==> config.mk <==
export PLATFORM = sky130hd
export DESIGN_NAME = load_store_unit
export DESIGN_NICKNAME = d
export VERILOG_FILES = /design/src/rtl/lsu_pkg.sv /design/src/rtl/lsu_align.sv /design/src/rtl/load_store_unit.sv
export SDC_FILE = /design/constraint.sdc
export NUM_CORES = 1
export LEC_CHECK = 0
export CAP_MARGIN = 20
export CORE_MARGIN = 1
export CORE_UTILIZATION = 50
export CTS_CLUSTER_DIAMETER = 30
export DETAILED_ROUTE_END_ITERATION = 6
export GPL_TIMING_DRIVEN = 0
export PLACE_DENSITY_LB_ADDON = 0.3
export SLEW_MARGIN = 10
export SYNTH_ARGS = -nofsm -noshare
export SYNTH_HDL_FRONTEND = slang
export SYNTH_SLANG_ARGS = --single-unit
==> constraint.sdc <==
create_clock -name clk -period 5.2 [get_ports clk]
set_input_delay 1.56 -clock clk [delete_from_list [all_inputs] [get_ports clk]]
set_output_delay 1.56 -clock clk [all_outputs]
set_load 0.03 [all_outputs]
==> src/rtl/lsu_pkg.sv <==
// rtl/lsu_pkg.sv - shared size encodings, FSM states and latency constants for the load/store unit
package lsu_pkg;

    localparam logic [1:0] SIZE_B = 2'd0;
    localparam logic [1:0] SIZE_H = 2'd1;
    localparam logic [1:0] SIZE_W = 2'd2;

    typedef enum logic [2:0] {
        IDLE   = 3'd0,
        LOAD   = 3'd1,
        RMW_RD = 3'd2,
        WR     = 3'd3,
        RESP   = 3'd4
    } lsu_state_e;

    // Cycles from accept to first rsp_valid
    localparam int LAT_LOAD      = 2;
    localparam int LAT_STORE_W   = 2;
    localparam int LAT_STORE_SUB = 3;
    localparam int LAT_ERR       = 1;

endpackage

==> src/rtl/lsu_align.sv <==
// rtl/lsu_align.sv - combinational lane extract/extend for loads and lane merge for sub-word stores
module lsu_align
    import lsu_pkg::*;
(
    input  logic [31:0] ld_word_i,
    input  logic [1:0]  offset_i,
    input  logic [1:0]  size_i,
    input  logic        unsigned_i,
    output logic [31:0] ld_data_o,
    input  logic [31:0] st_old_i,
    input  logic [31:0] st_data_i,
    output logic [31:0] st_word_o
);

    logic [7:0]  byte_sel;
    logic [15:0] half_sel;

    always_comb begin
        byte_sel = ld_word_i[{offset_i, 3'b000} +: 8];
        half_sel = offset_i[1] ? ld_word_i[31:16] : ld_word_i[15:0];
        case (size_i)
            SIZE_B:  ld_data_o = {{24{~unsigned_i & byte_sel[7]}}, byte_sel};
            SIZE_H:  ld_data_o = {{16{~unsigned_i & half_sel[15]}}, half_sel};
            default: ld_data_o = ld_word_i;
        endcase
    end

    always_comb begin
        st_word_o = st_old_i;
        case (size_i)
            SIZE_B: st_word_o[{offset_i, 3'b000} +: 8] = st_data_i[7:0];
            SIZE_H: begin
                if (offset_i[1]) st_word_o[31:16] = st_data_i[15:0];
                else             st_word_o[15:0]  = st_data_i[15:0];
            end
            default: st_word_o = st_data_i;
        endcase
    end

endmodule

==> src/rtl/load_store_unit.sv <==
// rtl/load_store_unit.sv - load/store FSM with alignment/range check and sub-word RMW; LSU_STATS_EN adds response counters
module load_store_unit
    import lsu_pkg::*;
#(
    parameter int MEM_WORDS = 1024,
    parameter int ADDR_W    = 32
) (
    input  logic              clk,
    input  logic              rst_n,
    input  logic              req_valid,
    output logic              req_ready,
    input  logic              req_we,
    input  logic [1:0]        req_size,
    input  logic              req_unsigned,
    input  logic [ADDR_W-1:0] req_addr,
    input  logic [31:0]       req_wdata,
    output logic              rsp_valid,
    input  logic              rsp_ready,
    output logic [31:0]       rsp_rdata,
    output logic              rsp_err,
    output logic              mem_read,
    output logic              mem_write,
    output logic [ADDR_W-1:0] mem_addr,
    output logic [31:0]       mem_wdata,
    input  logic [31:0]       mem_rdata
`ifdef LSU_STATS_EN
    ,
    output logic [15:0]       stat_loads,
    output logic [15:0]       stat_stores,
    output logic [15:0]       stat_errors
`endif
);

    localparam logic [ADDR_W-3:0] WORDS_LIMIT = (ADDR_W-2)'(MEM_WORDS);

    lsu_state_e        state_q, state_d;
    logic              we_q, we_d;
    logic [1:0]        size_q, size_d;
    logic              uns_q, uns_d;
    logic [ADDR_W-1:0] addr_q, addr_d;
    logic [31:0]       wdata_q, wdata_d;
    logic [31:0]       rdata_q, rdata_d;
    logic              err_q, err_d;
    logic              req_err;
    logic [31:0]       ld_data;
    logic [31:0]       st_word;

    assign req_err = (req_size == 2'd3)
                   || (req_size == SIZE_H && req_addr[0])
                   || (req_size == SIZE_W && req_addr[1:0] != 2'b00)
                   || (req_addr[ADDR_W-1:2] >= WORDS_LIMIT);

    lsu_align u_align (
        .ld_word_i  (mem_rdata),
        .offset_i   (addr_q[1:0]),
        .size_i     (size_q),
        .unsigned_i (uns_q),
        .ld_data_o  (ld_data),
        .st_old_i   (mem_rdata),
        .st_data_i  (wdata_q),
        .st_word_o  (st_word)
    );

    always_ff @(posedge clk or negedge rst_n) begin
        if (!rst_n) begin
            state_q <= IDLE;
            we_q    <= 1'b0;
            size_q  <= SIZE_B;
            uns_q   <= 1'b0;
            addr_q  <= '0;
            wdata_q <= '0;
            rdata_q <= '0;
            err_q   <= 1'b0;
        end else begin
            state_q <= state_d;
            we_q    <= we_d;
            size_q  <= size_d;
            uns_q   <= uns_d;
            addr_q  <= addr_d;
            wdata_q <= wdata_d;
            rdata_q <= rdata_d;
            err_q   <= err_d;
        end
    end

    always_comb begin
        state_d = state_q;
        we_d    = we_q;
        size_d  = size_q;
        uns_d   = uns_q;
        addr_d  = addr_q;
        wdata_d = wdata_q;
        rdata_d = rdata_q;
        err_d   = err_q;
        case (state_q)
            IDLE: begin
                if (req_valid) begin
                    we_d    = req_we;
                    size_d  = req_size;
                    uns_d   = req_unsigned;
                    addr_d  = req_addr;
                    wdata_d = req_wdata;
                    rdata_d = '0;
                    err_d   = req_err;
                    if (req_err)               state_d = RESP;
                    else if (!req_we)          state_d = LOAD;
                    else if (req_size == SIZE_W) state_d = WR;
                    else                       state_d = RMW_RD;
                end
            end
            LOAD: begin
                rdata_d = ld_data;
                state_d = RESP;
            end
            RMW_RD: begin
                // wdata_q now carries the merged word into WR
                wdata_d = st_word;
                state_d = WR;
            end
            WR:      state_d = RESP;
            RESP:    if (rsp_ready) state_d = IDLE;
            default: state_d = IDLE;
        endcase
    end

    always_comb begin
        req_ready = (state_q == IDLE);
        rsp_valid = (state_q == RESP);
        rsp_rdata = (state_q == RESP) ? rdata_q : '0;
        rsp_err   = (state_q == RESP) ? err_q : 1'b0;
        mem_read  = (state_q == LOAD) || (state_q == RMW_RD);
        mem_write = (state_q == WR);
        mem_addr  = (mem_read || mem_write) ? {addr_q[ADDR_W-1:2], 2'b00} : '0;
        mem_wdata = (state_q == WR) ? wdata_q : '0;
    end

`ifdef LSU_STATS_EN
    logic [15:0] loads_q, stores_q, errors_q;
    logic        rsp_hs;

    assign rsp_hs = (state_q == RESP) && rsp_ready;

    always_ff @(posedge clk or negedge rst_n) begin
        if (!rst_n) begin
            loads_q  <= '0;
            stores_q <= '0;
            errors_q <= '0;
        end else if (rsp_hs) begin
            if (err_q) begin
                if (errors_q != 16'hFFFF) errors_q <= errors_q + 16'd1;
            end else if (we_q) begin
                if (stores_q != 16'hFFFF) stores_q <= stores_q + 16'd1;
            end else begin
                if (loads_q != 16'hFFFF) loads_q <= loads_q + 16'd1;
            end
        end
    end

    assign stat_loads  = loads_q;
    assign stat_stores = stores_q;
    assign stat_errors = errors_q;
`endif

endmodule

==> results of run 1 <==
## power breakdown
part / switching (uW) / internal [uW]
clock network: 324 / 395
registers: 96.4 / 915
logic: 348 / 303
## cells by family after synthesis
group           count (synthesis)
buf+inv                        65
mux                            73
fa+ha+maj                       5
simple gates                  203
flops                         103
compound gates                182
other cells                     1
## cell type report
type | instances | area share [%]
Timing Repair Buffer | 203 | 23.6
Clock buffer | 10 | 2.75
Antenna cell | 1 | 0.0288
Tap cell | 147 | 2.12
Clock inverter | 6 | 0.865
Inverter | 7 | 0.303
Sequential cell | 103 | 29.7
Multi-Input combinational cell | 465 | 37.6
Buffer | 58 | 3.01
## per-layer routing
layer,vias up,GRT usage (%),wire length (um)
met2,321,58.3,10400
met5,-,0,0
met1,3008,44.8,8910
met3,41,6.80,1800
met4,0,11.4,509
li1,2762,-,-
## per-stage QoR
stage                     total power [uW]  utilization, %
after floorplan                       1390               -
after global placement                1630            69.7
after detailed placement              1660            69.9
after CTS                             2370            72.6
after global routing                  2480            72.6
final                                 2380            72.6
## registers in the layout (all words and copies together), names as in the netlist
| register | cells |
|---|---|
| state_q | 3 |
| size_q | 2 |
| wdata_q | 32 |
| err_q | 1 |
| addr_q | 32 |
| uns_q | 1 |
| rdata_q | 32 |
## cells in the final DEF (no fill, tap or decap), types with 5 or more instances in the layout
cell / instances
sky130_fd_sc_hd__a221oi_1: 25
sky130_fd_sc_hd__o21a_1: 8
sky130_fd_sc_hd__a21oi_1: 44
sky130_fd_sc_hd__o22ai_1: 7
sky130_fd_sc_hd__nor4_1: 5
sky130_fd_sc_hd__a22oi_1: 17
sky130_fd_sc_hd__dfrtp_1: 103
sky130_fd_sc_hd__and2_1: 34
sky130_fd_sc_hd__clkbuf_16: 9
sky130_fd_sc_hd__o21ai_0: 30
sky130_fd_sc_hd__ha_1: 5
sky130_fd_sc_hd__a22o_1: 8
sky130_fd_sc_hd__nand2_1: 39
sky130_fd_sc_hd__a2bb2o_1: 6
sky130_fd_sc_hd__inv_1: 7
sky130_fd_sc_hd__a211o_1: 16
sky130_fd_sc_hd__and3_1: 66
sky130_fd_sc_hd__clkbuf_1: 35
sky130_fd_sc_hd__mux2_2: 49
sky130_fd_sc_hd__o31ai_1: 9
sky130_fd_sc_hd__nand2b_1: 10
sky130_fd_sc_hd__nor2_1: 30
sky130_fd_sc_hd__mux2i_1: 24
sky130_fd_sc_hd__buf_2: 14
sky130_fd_sc_hd__clkdlybuf4s50_1: 201
## worst max path at each step
stage,slack (ns),end,start,depth (start not counted)
final,0.45,rsp_rdata[12],state_q[1],6
after global routing,0.31,mem_addr[15],state_q[1],7
after CTS,0.45,rsp_rdata[12],state_q[1],6
after detailed placement,0.84,rsp_rdata[12],state_q[1],6
after global placement,-1.23,addr_q[30],rst_n,1
after floorplan,2.08,mem_read,state_q[1],6
## worst max-delay path, cell delays in order (launching register included)
cell                              delay (ns)
sky130_fd_sc_hd__dfrtp_1                0.36
sky130_fd_sc_hd__buf_2                  0.16
sky130_fd_sc_hd__clkbuf_1               0.27
sky130_fd_sc_hd__nor2_1                 0.78
sky130_fd_sc_hd__clkbuf_1               0.38
sky130_fd_sc_hd__and3_1                 0.22
sky130_fd_sc_hd__clkdlybuf4s50_1        0.68
==> summary.md, run 1 <==
| Metric | Value |
|---|---|
| Input/output buffers | `202` |
| Final clock skew | `0.0128 ns` |
| Global-route total usage across every layer | `34.6%` |
| Category of the most critical setup path | `reg -> out` |
| Number of DRC violations after detailed-routing iteration 0 | `660` |
| Max-slew violations | `0` |
| Filler cells | `890` |
| Tightest Hold Check Type | `reg -> reg` |
| Data arrival time of the worst path | `3.19 ns` |
| Wire per inst | `21.7 um` |
| Yosys warning total | `0` |
| Worst max-slew margin expressed relative to the limit | `37.5%` |
| Transition time at the pin with the least slew margin | `0.933 ns` |
| DRC violations left | `0` |
| Dominant combinational cell family by area after synthesis | `compound AO/OA/AOI/OAI gates` |
| Hold buffer count at cts | `0` |
| Number of library cell types mapped by synthesis | `47` |
| Clock net sink count | `103` |
| Area share of the largest cell type after synthesis | `42.0%` |
| FP Rows | `40` |
| CTS HTree Levels | `3` |
| Antenna-violating nets left | `0` |
| Clock tree from TritonCTS | `done` |
| Fraction of the mapped netlist area in compound gates | `20.6%` |
| Library cell occupying the most area in the post-synthesis netlist | `sky130_fd_sc_hd__dfrtp_1` |
| F_max | `210 MHz` |
| Number of synthesized register bits | `103` |
| Hold_ws | `0.493 ns` |
| Total length of routed wires | `21.7 mm` |
| Status | `finished clean` |
| Vias in the first global route | `6101` |
| Clock-pin slew reported for the worst setup and hold paths after clock tree synthesis | `0.07 ns` |
| Worst Setup Start Kind | `flip-flop` |
| Reg-to-Reg End | `wdata_q[24]` |
| Final critical path time including I/O delays and setup | `4.75 ns` |
| Asr flop ratio synth | `100%` |
| Syn_area_per_cell | `9.70 um2` |
| Final clock period utilization by the worst path | `91.4%` |
| Worst r2r src | `addr_q[1]` |
| Clock buffers created by TritonCTS | `9` |
| Clk_lat worst skew | `0.36 ns` |
| Floorplan core area | `12000 um2` |
| Post-CTS setup buffer count | `0` |
| First-pass iteration count of the detailed router | `5` |
| Worst hold stages | `2` |
| Worst vdd rail ir drop | `0.205 mV` |
| Area growth from synthesis to layout | `41.6%` |
| Fin Setup TNS | `0 ns` |
| Setup WS pre-CTS | `0.835 ns` |
| Final instance area | `8680 um2` |
| Type of element capturing the critical path | `output port` |
| Gate count after technology mapping | `632` |
| Weighted congestion reported at the end of routability-driven placement | `0.890` |
| Fraction of the yosys area taken by sequential cells | `42.0%` |
| Cell area after placement | `8360 um2` |
| Maximum number of pins on one net before global-route repair | `66` |
| Parity-gate share of the synthesized area counting xor and xnor cells | `0%` |
| Worst-case setup margin in the final layout | `0.447 ns` |
| Chip Height | `113 um` |
| Clock tree buffer depth | `2` |
| Most frequent cells after synthesis | `103 x sky130_fd_sc_hd__dfrtp_1, 66 x sky130_fd_sc_hd__and3_1, 49 x sky130_fd_sc_hd__mux2_2` |
| Global-route wire length before repair | `33.4 mm` |
| Total grt overflow | `0` |
| Post-cts gate resize count | `0` |
| Die Span X | `113 um` |
| Total I/O pin count | `205` |
| Static leakage power | `0.00380 uW` |
| Final-report hold violation count | `0` |
| Vias | `6132` |
| Final net count | `956` |
| Final number of setup-violating endpoints | `0` |
| Area contributors post-synth | `sky130_fd_sc_hd__dfrtp_1 42%, sky130_fd_sc_hd__mux2_2 9.0%, sky130_fd_sc_hd__and3_1 6.7%` |
| Post-synthesis mux area share | `12.9%` |
| Endpoint, Worst Hold | `rdata_q[15]` |
| Master cell of the clock root buffer | `sky130_fd_sc_hd__clkbuf_16` |
| Worst Min Path Start | `rdata_q[15]` |
| Simple-gate area share of the yosys netlist | `18.6%` |
| Depth of the worst register-to-register path | `8` |
| Number of enable-type register cells in the synthesized netlist | `0` |
| Final cell count without fillers | `1000` |
| Area occupied by multi-input gates | `3270 um2` |
| Dominant cell by count in the synthesized netlist | `sky130_fd_sc_hd__dfrtp_1` |
| Critical path required time | `3.64 ns` |
| Fraction of layout cells with a size suffix above 1 | `11.2%` |
| Half-perimeter wire length of the detailed placement result | `16.3 mm` |
| Mapped Area | `6130 um2` |
| Cell Pwr Density | `274 nW/um2` |
| Number of violations of the max-capacitance limit | `0` |
| Primary FF master, synth | `sky130_fd_sc_hd__dfrtp_1` |
| Die area | `12700 um2` |
| Reg-to-reg slack, setup | `2.66 ns` |
| Placed Instances | `983` |
| Initial core utilization | `51.2%` |
| Worst Path Max Fanout | `10` |
| Post-detailed-route via-to-cell ratio | `6.13` |
| Number of antenna violations at the first check in global routing | `0` |
| Setup repair after global routing missed its margin | `false` |
| Share of synthesized cell area in full adder, half adder and majority cells | `1.02%` |
| Register area | `2580 um2` |
Note: power is estimated with default switching activity, not from simulation.
==> run 2, diff against run 1 <==
- GPL_TIMING_DRIVEN: 0 -> 1
==> summary.md, run 2 (synthesized netlist as in run 1, its figures left out) <==
| Metric | Value |
|---|---|
| Sum of buffers and inverters on the critical path | `3` |
| Post-detailed-route via-to-cell ratio | `6.14` |
| Worst Path Max Fanout | `33` |
| Final cell count without fillers | `953` |
| Clock net sink count | `103` |
| Number of antenna violations at the first check in global routing | `0` |
| Setup repair after global routing missed its margin | `false` |
| Vias in the first global route | `5900` |
| Vias | `5855` |
| Global-route wire length before repair | `31.6 mm` |
| Final critical path time including I/O delays and setup | `4.01 ns` |
| Most frequent cells in the layout | `201 x sky130_fd_sc_hd__clkdlybuf4s50_1, 103 x sky130_fd_sc_hd__dfrtp_1, 66 x sky130_fd_sc_hd__and3_1, 49 x sky130_fd_sc_hd__mux2_2, 44 x sky130_fd_sc_hd__a21oi_1` |
| Static leakage power | `0.00372 uW` |
| Proportion of total power due to net switching | `31.1%` |
| Proportion of power drawn by the clock network | `29.7%` |
| Weighted congestion reported at the end of routability-driven placement | `0.868` |
| Fin Setup TNS | `0 ns` |
| Critical path required time | `3.64 ns` |
| Total I/O pin count | `205` |
| Clock-pin slew reported for the worst setup and hold paths after clock tree synthesis | `0.07 ns` |
| Transition time at the pin with the least slew margin | `0.844 ns` |
| Fraction of layout cells with a size suffix above 1 | `11.0%` |
| Total length of routed wires | `19.7 mm` |
| Global-route total usage across every layer | `32.0%` |
| Clock tree from TritonCTS | `done` |
| Final-report hold violation count | `0` |
| Antenna-violating nets left | `0` |
| Seq pwr share | `44.5%` |
| Area growth from synthesis to layout | `38.6%` |
| Chip Height | `113 um` |
| Number of violations of the max-capacitance limit | `0` |
| Post-cts gate resize count | `0` |
| Clock tree buffer depth | `2` |
| Cell Pwr Density | `273 nW/um2` |
| Number of DRC violations after detailed-routing iteration 0 | `432` |
| Worst vdd rail ir drop | `0.170 mV` |
| Status | `finished clean` |
| Worst max-slew margin expressed relative to the limit | `43.5%` |
| DRC violations left | `0` |
| Worst stage delay on the critical path | `0.61 ns` |
| Final clock skew | `0.00495 ns` |
| Die area | `12700 um2` |
| Delay-heaviest family, CP | `buffers and inverters` |
| Initial core utilization | `51.2%` |
| Worst Setup Start Kind | `flip-flop` |
| Tightest Hold Check Type | `reg -> reg` |
| Filler cells | `937` |
| Switching power total | `721 uW` |
| First-pass iteration count of the detailed router | `5` |
| Combinational Power Share | `25.7%` |
| Max-slew violations | `0` |
| Wire per inst | `20.7 um` |
| Maximum number of pins on one net before global-route repair | `60` |
| Type of element capturing the critical path | `output port` |
| Final number of setup-violating endpoints | `0` |
| Internal power consumption | `1600 uW` |
| Final net count | `910` |
| Most frequent standard cell in the layout excluding fill and tap cells | `sky130_fd_sc_hd__clkdlybuf4s50_1` |
| Floorplan core area | `12000 um2` |
| CTS HTree Levels | `3` |
| Category of the most critical setup path | `reg -> out` |
| Slowest CP cell | `sky130_fd_sc_hd__clkdlybuf4s50_1` |
| Data arrival time of the worst path | `2.45 ns` |
| Input/output buffers | `202` |
| FP Rows | `40` |
| Clock buffers created by TritonCTS | `9` |
| Final clock period utilization by the worst path | `77.1%` |
| Hold buffer count at cts | `0` |
| Register area | `2580 um2` |
| Master cell of the clock root buffer | `sky130_fd_sc_hd__clkbuf_16` |
| Total grt overflow | `0` |
| Crit-path cells | `nor2_1 > buf_4 > nor2_1 > buf_4 > and2_1 > clkdlybuf4s50_1` |
| Post-CTS setup buffer count | `0` |
| Largest registers | `addr_q: 32 flops, rdata_q: 32 flops, wdata_q: 32 flops` |
| Clk_lat worst skew | `0.35 ns` |
| F_max | `250 MHz` |
| Half-perimeter wire length of the detailed placement result | `14.1 mm` |
| Area occupied by multi-input gates | `3290 um2` |
| Diode count | `0` |
| Placed Instances | `936` |
| Die Span X | `113 um` |
[run 2: changes by cell type in the layout (fill, tap and decap cells not counted), moves of 2 or more]
cell and delta:
sky130_fd_sc_hd__clkinv_2 +2, sky130_fd_sc_hd__clkbuf_1 -34, sky130_fd_sc_hd__buf_6 -2, sky130_fd_sc_hd__buf_2 -14
sky130_fd_sc_hd__inv_6 -2, sky130_fd_sc_hd__buf_1 -4, sky130_fd_sc_hd__buf_4 +9
[run 2: area by class of cell]
| class | instances | share of cell area, % |
|---|---|---|
| Clock buffer | 11 | 2.86 |
| Clock inverter | 5 | 0.663 |
| Inverter | 7 | 0.309 |
| Multi-Input combinational cell | 465 | 38.7 |
| Sequential cell | 103 | 30.3 |
| Tap cell | 147 | 2.16 |
| Timing Repair Buffer | 215 | 25.0 |
[run 2: worst paths after layout]
path / startpoint / endpoint / slack, ns / depth (start not counted)
setup / recovery: state_q[0] / mem_addr[8] / 1.19 / 6
max in group asynchronous: rst_n / addr_q[21] / 2.82 / 2
setup reg to reg: addr_q[1] / wdata_q[20] / 2.35 / 7
hold reg to reg: rdata_q[31] / rdata_q[31] / 0.50 / 2
min in group asynchronous: rst_n / rdata_q[26] / 1.28 / 1
hold / removal: rdata_q[31] / rdata_q[31] / 0.50 / 2
[run 2: worst register-to-register path: stages (launching register included)]
cell	delay (ns)
sky130_fd_sc_hd__dfrtp_1	0.32
sky130_fd_sc_hd__buf_4	0.45
sky130_fd_sc_hd__inv_1	0.29
sky130_fd_sc_hd__ha_1	0.31
sky130_fd_sc_hd__nor4bb_2	0.75
sky130_fd_sc_hd__a221oi_1	0.18
sky130_fd_sc_hd__a211o_1	0.33
sky130_fd_sc_hd__a21oi_1	0.14
[run 2: power by group through the flow]
| stage | Combinational, uW | Clock [uW] | Sequential (uW) |
|---|---|---|---|
| final | 596 | 689 | 1030 |
| after global routing | 651 | 732 | 1050 |
| after CTS | 585 | 696 | 1030 |
| after detailed placement | 582 | 0 | 1040 |
| after global placement | 563 | 0 | 1040 |
| after floorplan | 405 | 0 | 983 |
[run 2: metrics by stage]
stage	cell area [um2]	power [uW]	setup WS [ns]	utilization [%]	hold WS (ns)
6_report	8500	2320	1.19	71.0	0.499
2_1_floorplan	6130	1390	2.08	-	0.442
3_3_place_gp	8180	1600	1.65	68.4	0.467
3_5_place_dp	8180	1620	1.57	68.4	0.483
4_1_cts	8480	2310	1.16	70.9	0.502
5_1_grt	8500	2430	1.04	71.0	0.524
[run 2: layer usage]
metal | vias up | share of wire [%] | routed length (um) | global-route usage, %
met5 | - | 0 | 0 | 0
met4 | 0 | 2.8 | 555 | 12.9
met3 | 46 | 8.6 | 1700 | 6.05
met2 | 294 | 48 | 9400 | 53.5
met1 | 2852 | 41 | 8030 | 41.2
li1 | 2663 | - | - | -
